[config.mk]
export PLATFORM = sky130hd
export DESIGN_NAME = spram_bus_ctrl
export DESIGN_NICKNAME = d
export VERILOG_FILES = /design/src/rtl/spram_bus_ctrl_pkg.sv /design/src/rtl/spram_bus_ctrl.sv
export SDC_FILE = /design/constraint.sdc
export NUM_CORES = 1
export LEC_CHECK = 0
export BUFFER_PORTS_ARGS = -buffer_cell sky130_fd_sc_hd__buf_2
export CAP_MARGIN = 5
export CORE_UTILIZATION = 39
export CTS_CLUSTER_DIAMETER = 150
export DETAILED_ROUTE_END_ITERATION = 8
export PLACE_DENSITY = 0.9
export SYNTH_ARGS = -nofsm -noshare
export SYNTH_HDL_FRONTEND = slang
export SYNTH_SLANG_ARGS = --single-unit
export TNS_END_PERCENT = 30
[constraint.sdc]
create_clock -name clk_i -period 1.6 [get_ports clk_i]
set_input_delay 0.16 -clock clk_i [delete_from_list [all_inputs] [get_ports clk_i]]
set_output_delay 0.16 -clock clk_i [all_outputs]
set_load 0.01 [all_outputs]
[src/rtl/spram_bus_ctrl_pkg.sv]
// -----------------------------------------------------------------------------
// spram_bus_ctrl_pkg
// Shared definitions for the native-bus to single-port SRAM bridge:
//   - state_e : controller FSM states
//   - BUS_AW / BUS_DW / STRB_W : native bus address, data and strobe widths
// -----------------------------------------------------------------------------
package spram_bus_ctrl_pkg;

    localparam int unsigned BUS_AW = 32;
    localparam int unsigned BUS_DW = 32;
    localparam int unsigned STRB_W = 4;

    typedef enum logic [1:0] {
        CLEAR   = 2'd0,
        IDLE    = 2'd1,
        RD_WAIT = 2'd2,
        RESP    = 2'd3
    } state_e;

endpackage

[src/rtl/spram_bus_ctrl.sv]
// -----------------------------------------------------------------------------
// spram_bus_ctrl
// Bridges the native valid/ready memory bus to a single-port SRAM wrapper.
// Optionally zero-fills the whole SRAM after reset before accepting traffic.
//
// Ports:
//   clk_i, rst_n_i          clock (rising edge), async active-low reset
//   mem_valid_i             bus request, held until mem_ready_o pulses
//   mem_addr_i              byte address, bits [ADDR_WIDTH+1:2] used
//   mem_wdata_i/mem_wstrb_i write data / byte strobes (0 = read)
//   mem_ready_o             registered one-cycle completion pulse
//   mem_rdata_o             registered read data, held between reads
//   init_done_o             high once the clear sweep has finished
//   sram_cs_o ... mask_o    combinational SRAM controls (all 0 when cs=0)
//   sram_rdata_i            SRAM read data, valid the cycle after a read
// -----------------------------------------------------------------------------
module spram_bus_ctrl
    import spram_bus_ctrl_pkg::*;
#(
    parameter int unsigned ADDR_WIDTH = 10,
    parameter bit          INIT_CLEAR = 1'b1
) (
    input  logic                  clk_i,
    input  logic                  rst_n_i,
    input  logic                  mem_valid_i,
    input  logic [BUS_AW-1:0]     mem_addr_i,
    input  logic [BUS_DW-1:0]     mem_wdata_i,
    input  logic [STRB_W-1:0]     mem_wstrb_i,
    output logic                  mem_ready_o,
    output logic [BUS_DW-1:0]     mem_rdata_o,
    output logic                  init_done_o,
    output logic                  sram_cs_o,
    output logic                  sram_wren_o,
    output logic [ADDR_WIDTH-1:0] sram_addr_o,
    output logic [BUS_DW-1:0]     sram_wdata_o,
    output logic [STRB_W-1:0]     sram_mask_o,
    input  logic [BUS_DW-1:0]     sram_rdata_i
);

    state_e                 state_q, state_d;
    logic [ADDR_WIDTH-1:0]  clr_cnt_q, clr_cnt_d;
    logic                   mem_ready_q, mem_ready_d;
    logic [BUS_DW-1:0]      mem_rdata_q, mem_rdata_d;
    logic                   init_done_q, init_done_d;

    // Address bits outside the word index are decoded upstream.
    logic unused_addr_bits;
    assign unused_addr_bits = ^{mem_addr_i[BUS_AW-1:ADDR_WIDTH+2], mem_addr_i[1:0]};

    always_ff @(posedge clk_i or negedge rst_n_i) begin
        if (!rst_n_i) begin
            state_q     <= INIT_CLEAR ? CLEAR : IDLE;
            clr_cnt_q   <= '0;
            mem_ready_q <= 1'b0;
            mem_rdata_q <= '0;
            init_done_q <= !INIT_CLEAR;
        end else begin
            state_q     <= state_d;
            clr_cnt_q   <= clr_cnt_d;
            mem_ready_q <= mem_ready_d;
            mem_rdata_q <= mem_rdata_d;
            init_done_q <= init_done_d;
        end
    end

    always_comb begin
        state_d      = state_q;
        clr_cnt_d    = clr_cnt_q;
        mem_ready_d  = 1'b0;
        mem_rdata_d  = mem_rdata_q;
        init_done_d  = init_done_q;
        sram_cs_o    = 1'b0;
        sram_wren_o  = 1'b0;
        sram_addr_o  = '0;
        sram_wdata_o = '0;
        sram_mask_o  = '0;

        case (state_q)
            CLEAR: begin
                sram_cs_o   = 1'b1;
                sram_wren_o = 1'b1;
                sram_mask_o = '1;
                sram_addr_o = clr_cnt_q;
                // Counter wraps back to 0 on the last word, ready for a later reset.
                clr_cnt_d   = clr_cnt_q + 1'b1;
                if (clr_cnt_q == '1) begin
                    state_d     = IDLE;
                    init_done_d = 1'b1;
                end
            end
            IDLE: begin
                if (mem_valid_i) begin
                    sram_cs_o   = 1'b1;
                    sram_addr_o = mem_addr_i[ADDR_WIDTH+1:2];
                    if (mem_wstrb_i != '0) begin
                        sram_wren_o  = 1'b1;
                        sram_wdata_o = mem_wdata_i;
                        sram_mask_o  = mem_wstrb_i;
                        state_d      = RESP;
                        mem_ready_d  = 1'b1;
                    end else begin
                        state_d = RD_WAIT;
                    end
                end
            end
            RD_WAIT: begin
                mem_rdata_d = sram_rdata_i;
                mem_ready_d = 1'b1;
                state_d     = RESP;
            end
            RESP: begin
                // Ready is on this cycle; valid is deliberately not sampled here.
                state_d = IDLE;
            end
            default: begin
                state_d = IDLE;
            end
        endcase
    end

    assign mem_ready_o = mem_ready_q;
    assign mem_rdata_o = mem_rdata_q;
    assign init_done_o = init_done_q;

endmodule

==> flow_summary.ini, run 1 <==
[yosys]
ys_ff_latch = 46
yosys-top-cells-area = dfrtp_1 52%, mux2_2 17%, and2_1 9.1%, a22o_1 3.2%, xnor2_1 2.4%
synth_area_um2 = 2210
synthDistinctLibCells = 28
synth_top_area_share_pct = 52.1
synth_nets = 287
postSynthAreaPerCell_um2 = 12.3
syn_inst = 180
yosys_warnings = 0
seq_area_frac_synth_pct = 52.1
synth_top_area_cell = dfrtp_1

[pwr]
leakagePower_uw = 0.00189
p_per_area_nw_per_um2 = 1680
p_clk_share_pct = 14.5
switchingPower_uw = 2000
power.internal_uw = 3780
swShare_pct = 34.6
sequentialPowerShare_pct = 33.8
vdd_drop_max_mv = 0.883
pwr-share-comb_pct = 51.8

[clock_tree]
clkTransAtPathRegs_ns = 0.08
cts_tree = built
insertion_delay_ns = 0.29
cts_buffers = 5
root_buffer = clkbuf_8
clk_path_buf_depth = 2
h-tree-depth = 2
clock_sinks = 46

[drt]
met2_length_um = 2910
wl_per_cell_um = 13.2
drc_errors = 0
firstDrtPassIters = 4
met1_length_um = 2470
first_iter_violations = 46
ant_nets = 0
wirelength_um = 5710
wl_met3_um = 307
routed.top_layer = met4
avgViaCountPerCell = 4.70
vias = 2026

[final_layout]
nNetsFinal = 465
fin_cells = 431
antennaDiodeCount = 0
fillers = 441
fin_util_pct = 62.8
seqCellArea_um2 = 1150
area_growth_pct = 55.5
drive_gt1_share_pct = 66.0
multi_input_area_um2 = 1040

[hold_path]
hold_start = sram_rdata_i[11]
min_path_cells = 2
min_to = mem_rdata_o[11]
hp-class = in2reg

[worst_setup_path]
crit_type = reg2out
crit_arrival_ns = 1.68
crit_fanout = 13
cp.required_ns = 1.44
rr_worst_depth = 6
timing.rr.end = clr_cnt_q[8]
cpMaxStageDelayCell = dfrtp_1
path_delay_family = buffers and inverters
critPathCaptureType = output pin
r2r_start = state_q[0]
slowest_delay_ns = 0.40
start_kind = register
path_cells = inv_2 > ha_4 > o41ai_2 > nor2_2 > buf_6 > buf_12 > and2_1 > buf_2
r2r_slack_ns = 0.04
cp.depth = 8
cp.buffers_inverters = 4

[global_routing]
grt_max_degree = 30
grt_pass1_vias = 1952
grt_pass1_wl_um = 9090
grt-ovfl-total = 0
grtUsageTotal_pct = 19.1
grt_antenna_before_repair = 0

[floorplanning]
core_area_um2 = 5470
initial_core_util_pct = 40.4
die_area_um2 = 5970
io_pins = 185
rows = 27
die_h_um = 77.3
die_width_um = 77.3

[run_status]
status = finished with violations
violations = setup timing

[sta]
maxSlewViolCount = 0
relSlewSlack_pct = 68.5
fin_ws_ns = -0.236
rsz0062_at_grt = yes
timing.final.crit_share_pct = 115
setup-tns-final_ns = -7.33
tightestPinTransition_ns = 0.472
layout_min_cycle_time_ns = 1.84
clock.fmax_mhz = 545
hold_viol_final = 0
setup_viol = 48
skew_ns = 0.00587

[flow_run]
drv_cap = 0

[place]
place_inst = 419
io_buffer_count = 162
place_congestion = 0.789
place_hpwl_um = 4570
sequential cells by signal, indices dropped and copies added, names as in the netlist:
| signal | cells |
|---|---|
| clr_cnt_q | 10 |
| init_done_o | 1 |
| mem_rdata_o | 32 |
| mem_ready_o | 1 |
| state_q | 2 |
repair_timing:
| item | in CTS | in global routing |
|---|---|---|
| gates cloned | 1 | 0 |
| resized for setup | 8 | 8 |
| pin swaps | 3 | 2 |
| buffers inserted | 1 | 2 |
| hold endpoints to repair | 19 | 0 |
| endpoints found under the setup margin | 51 | 56 |
| hold buffers | 1 | 0 |
power by group through the flow:
| stage | sequential, µW | clock [µW] | combinational, µW |
|---|---|---|---|
| after floorplan | 2180 | 0 | 1400 |
| after global placement | 1930 | 0 | 2770 |
| after detailed placement | 1970 | 0 | 2860 |
| after CTS | 1960 | 868 | 2930 |
| after global routing | 2020 | 917 | 3260 |
| final | 1950 | 838 | 2990 |
synth_stat cells (all sizes together):
| master | n |
|---|---|
| dfrtp | 46 |
| mux2 | 34 |
| and2 | 32 |
| a22o | 9 |
| buf | 6 |
| nand2 | 6 |
| xnor2 | 6 |
| inv | 5 |
| a21o | 4 |
| clkbuf | 4 |
| ha | 4 |
| nand4 | 4 |
| nor2 | 4 |
| or2 | 3 |
| xor2 | 3 |
| nand3 | 2 |
| and3 | 1 |
| and3b | 1 |
| mux2i | 1 |
| o21a | 1 |
| o21ai | 1 |
| o21bai | 1 |
| o31ai | 1 |
| o41ai | 1 |
worst register-to-register path, delay by kind of cell (launching register included):
family | cells | cell delay (ns)
buffers and inverters | 1 | 0.15
DFF | 1 | 0.41
xor gates and xnor gates | 1 | 0.17
adders and majority gates | 1 | 0.20
and+or+nand+nor | 3 | 0.55
kinds of logic (layout without fill, tap and decap cells):
| logic type | count (synthesis) | after routing | share of synthesized area [%] |
|---|---|---|---|
| adder cells (fa/ha/maj) | 4 | 4 | 2.26 |
| AND/OR/NAND/NOR | 53 | 53 | 14.2 |
| flip-flops | 46 | 46 | 52.1 |
| buffers and inverters | 15 | 194 | 2.94 |
| XOR/XNOR | 9 | 9 | 3.57 |
| multiplexers | 35 | 35 | 17.9 |
| AO/OA/AOI/OAI | 18 | 18 | 7.02 |
worst max path at each step:
| stage | to | slack (ns) | startpoint |
|---|---|---|---|
| 5_1_grt | sram_wdata_o[20] | -0.35 | state_q[1] |
| 4_1_cts | sram_cs_o | -0.30 | state_q[0] |
| 3_5_place_dp | clr_cnt_q[8] | -0.01 | state_q[0] |
| 2_1_floorplan | mem_rdata_o[0] | 0.12 | state_q[0] |
| 6_report | sram_wdata_o[6] | -0.24 | state_q[1] |
| 3_3_place_gp | sram_wdata_o[10] | 0.04 | mem_wstrb_i[2] |
cell usage in the layout, fill, tap and decap left out, drive strengths merged:
master,netlist,routed
nor2,4,4
dlygate4sd3,0,1
clkbuf,4,6
and3b,1,1
xnor2,6,6
bufinv,0,1
nand2,6,6
mux2,34,34
and2,32,32
and3,1,1
a22o,9,9
o41ai,1,1
nand4,4,4
xor2,3,3
a21o,4,4
mux2i,1,1
o21ai,1,1
nand3,2,2
buf,6,180
clkinvlp,0,1
or2,3,3
o21bai,1,1
dfrtp,46,46
ha,4,4
o21a,1,1
o31ai,1,1
inv,5,5
area by class of cell:
type | count | area share [%]
flip-flops and latches | 46 | 33.5
multi-input cells | 119 | 30.2
repair buffers | 181 | 30.0
well taps | 72 | 2.62
clock buffers | 6 | 2.11
clock inverters | 2 | 1.09
inverters | 5 | 0.546
metal layers:
layer / GRT usage [%] / up-vias
met3: 4.29 / 2
li1: - / 967
met2: 33.0 / 70
met5: 0 / -
met1: 24.7 / 987
met4: 3.40 / 0
per-stage QoR:
step / total power, µW / hold WS [ns] / setup slack, ns / area [µm²]
after floorplan: 3570 / -0.136 / 0.116 / 2210
after global placement: 4700 / 0.144 / 0.0444 / 3230
after detailed placement: 4820 / 0.142 / -0.0102 / 3230
after CTS: 5750 / 0.0834 / -0.300 / 3390
after global routing: 6200 / 0.0772 / -0.349 / 3440
final: 5790 / 0.0961 / -0.236 / 3440
No activity file was read; power rests on OpenSTA's default activity.
==> run 2, diff against run 1 <==
Settings changed: CORE_UTILIZATION 39 to 29, PLACE_DENSITY 0.9 to 0.72.
==> flow_summary.ini, run 2 (synthesis gave the netlist of run 1 again) <==
[final_layout]
nNetsFinal = 468
drive_gt1_share_pct = 70.7
finalInstanceArea_um2 = 3650
final_common_cell = buf_2
final_cell_mix = 143 x buf_2, 46 x dfrtp_1, 33 x mux2_2
area_growth_pct = 65.0
largest_register_ffs = 32
antennaDiodeCount = 0

[global_routing]
busiest_layer = met2
grtUsageTotal_pct = 14.8
grt_antenna_before_repair = 0
use_met2_pct = 23.9
grt_max_degree = 29
grt-ovfl-total = 0
met1_usage_pct = 20.1
met3_usage_pct = 3.23
grt_pass1_vias = 1972
grt_pass1_wl_um = 9050

[place]
postPlaceCellArea_um2 = 3230
place_congestion = 0.719
io_buffer_count = 162
place_hpwl_um = 4670

[drt]
vias = 2073
drc_errors = 0
ant_nets = 0
avgViaCountPerCell = 4.50
wl_per_cell_um = 13.5
wirelength_um = 6220
first_iter_violations = 57
firstDrtPassIters = 4

[worst_setup_path]
crit_type = reg2out
path_cells = inv_2 > ha_4 > o41ai_4 > nor2_2 > buf_6 > buf_6 > and2_1 > buf_2
start_kind = register
crit_arrival_ns = 1.65
cp.required_ns = 1.44
critPathCaptureType = output pin
cpMaxStageDelayCell = dfrtp_1
crit_fanout = 8
cp_common_cell = buf_6
slowest_delay_ns = 0.40

[sta]
setup-tns-final_ns = -6.74
relSlewSlack_pct = 65.5
maxSlewViolCount = 0
skew_ns = 0.00491
hold_viol_final = 0
setup_viol = 48
worst_hold_slack_ns = 0.0884
timing.final.crit_share_pct = 113
tightestPinTransition_ns = 0.517
layout_min_cycle_time_ns = 1.81
fin_ws_ns = -0.211
rsz0062_at_grt = yes
clock.fmax_mhz = 552

[floorplanning]
die_h_um = 89.3
rows = 31
io_pins = 185
die_width_um = 89.3
die_area_um2 = 7980
initial_core_util_pct = 30.3
core_area_um2 = 7290

[clock_tree]
insertion_delay_ns = 0.30
h-tree-depth = 2
root_buffer = clkbuf_8
clkTransAtPathRegs_ns = 0.08
clk_path_buf_depth = 2
clock_sinks = 46
cts_buffers = 5
cts_tree = built

[flow_run]
drv_cap = 0

[run_status]
violations = setup timing
status = finished with violations

[hold_path]
hp-class = in2reg

[pwr]
leakagePower_uw = 0.00195
vdd_drop_max_mv = 0.788
p_per_area_nw_per_um2 = 1650
[run 2: changes by cell type in the layout (fill, tap and decap cells not counted), moves of 2 or more]
| cell | before | now |
|---|---|---|
| buf_2 | 160 | 143 |
| and2_4 | 1 | 17 |
| clkinv_2 | 0 | 2 |
| and2_1 | 31 | 15 |
| buf_12 | 4 | 2 |
| nor2_2 | 3 | 1 |
| buf_6 | 5 | 27 |
[run 2: what timing repair did]
item,4_1_cts,5_1_grt
cloned,3,0
hold endpoints to repair,21,0
resized for setup,39,21
setup endpoints to repair,51,51
hold buffers,1,0
pin swaps,21,4
buffers inserted,3,1
[run 2: critical path: cells and delay by family, from the launching register on]
family / cells / cell delay (ns)
fa+ha+maj: 1 / 0.15
simple gates: 2 / 0.26
flops: 1 / 0.40
compound gates: 1 / 0.08
buf+inv: 4 / 0.48
[run 2: worst paths after layout]
check / start / end / slack [ns] / depth (start not counted)
worst max-delay path: state_q[1] / sram_wdata_o[11] / -0.21 / 8
worst min-delay path: sram_rdata_i[17] / mem_rdata_o[17] / 0.09 / 2
worst max register to register: state_q[0] / clr_cnt_q[7] / 0.05 / 6
worst min register to register: mem_rdata_o[0] / mem_rdata_o[0] / 0.51 / 1
max in group asynchronous: rst_n_i / mem_rdata_o[4] / 0.73 / 3
min in group asynchronous: rst_n_i / clr_cnt_q[3] / 0.38 / 2
[run 2: final cells by class]
| class | count | area [µm²] |
|---|---|---|
| clock buffers | 5 | 68.8 |
| clock inverters | 3 | 40.0 |
| flip-flops and latches | 46 | 1150 |
| repair buffers | 184 | 1150 |
| multi-input cells | 119 | 1090 |
| inverters | 5 | 18.8 |
| fillers | 688 | 3640 |
| well taps | 99 | 124 |
[run 2: per-layer routing]
layer	share of wire, %	wire length (µm)
met1	43	2700
met2	51	3150
met3	4.9	304
met4	0.98	61
met5	0	0
[run 2: power breakdown]
part | switching (µW) | internal [µW]
Combinational | 1410 | 1790
Sequential | 292 | 1680
Clock | 377 | 460
[run 2: metrics by stage]
| step | std cells | util, % | worst slack (ns) | total power, µW |
|---|---|---|---|---|
| 3_5_place_dp | 445 | 44.3 | -0.0261 | 4760 |
| 3_3_place_gp | 445 | 44.3 | 0.0558 | 4660 |
| 5_1_grt | 461 | 50.0 | -0.292 | 6460 |
| 2_1_floorplan | 180 | - | 0.116 | 3570 |
| 6_report | 461 | 50.0 | -0.211 | 6010 |
| 4_1_cts | 460 | 48.7 | -0.260 | 5940 |
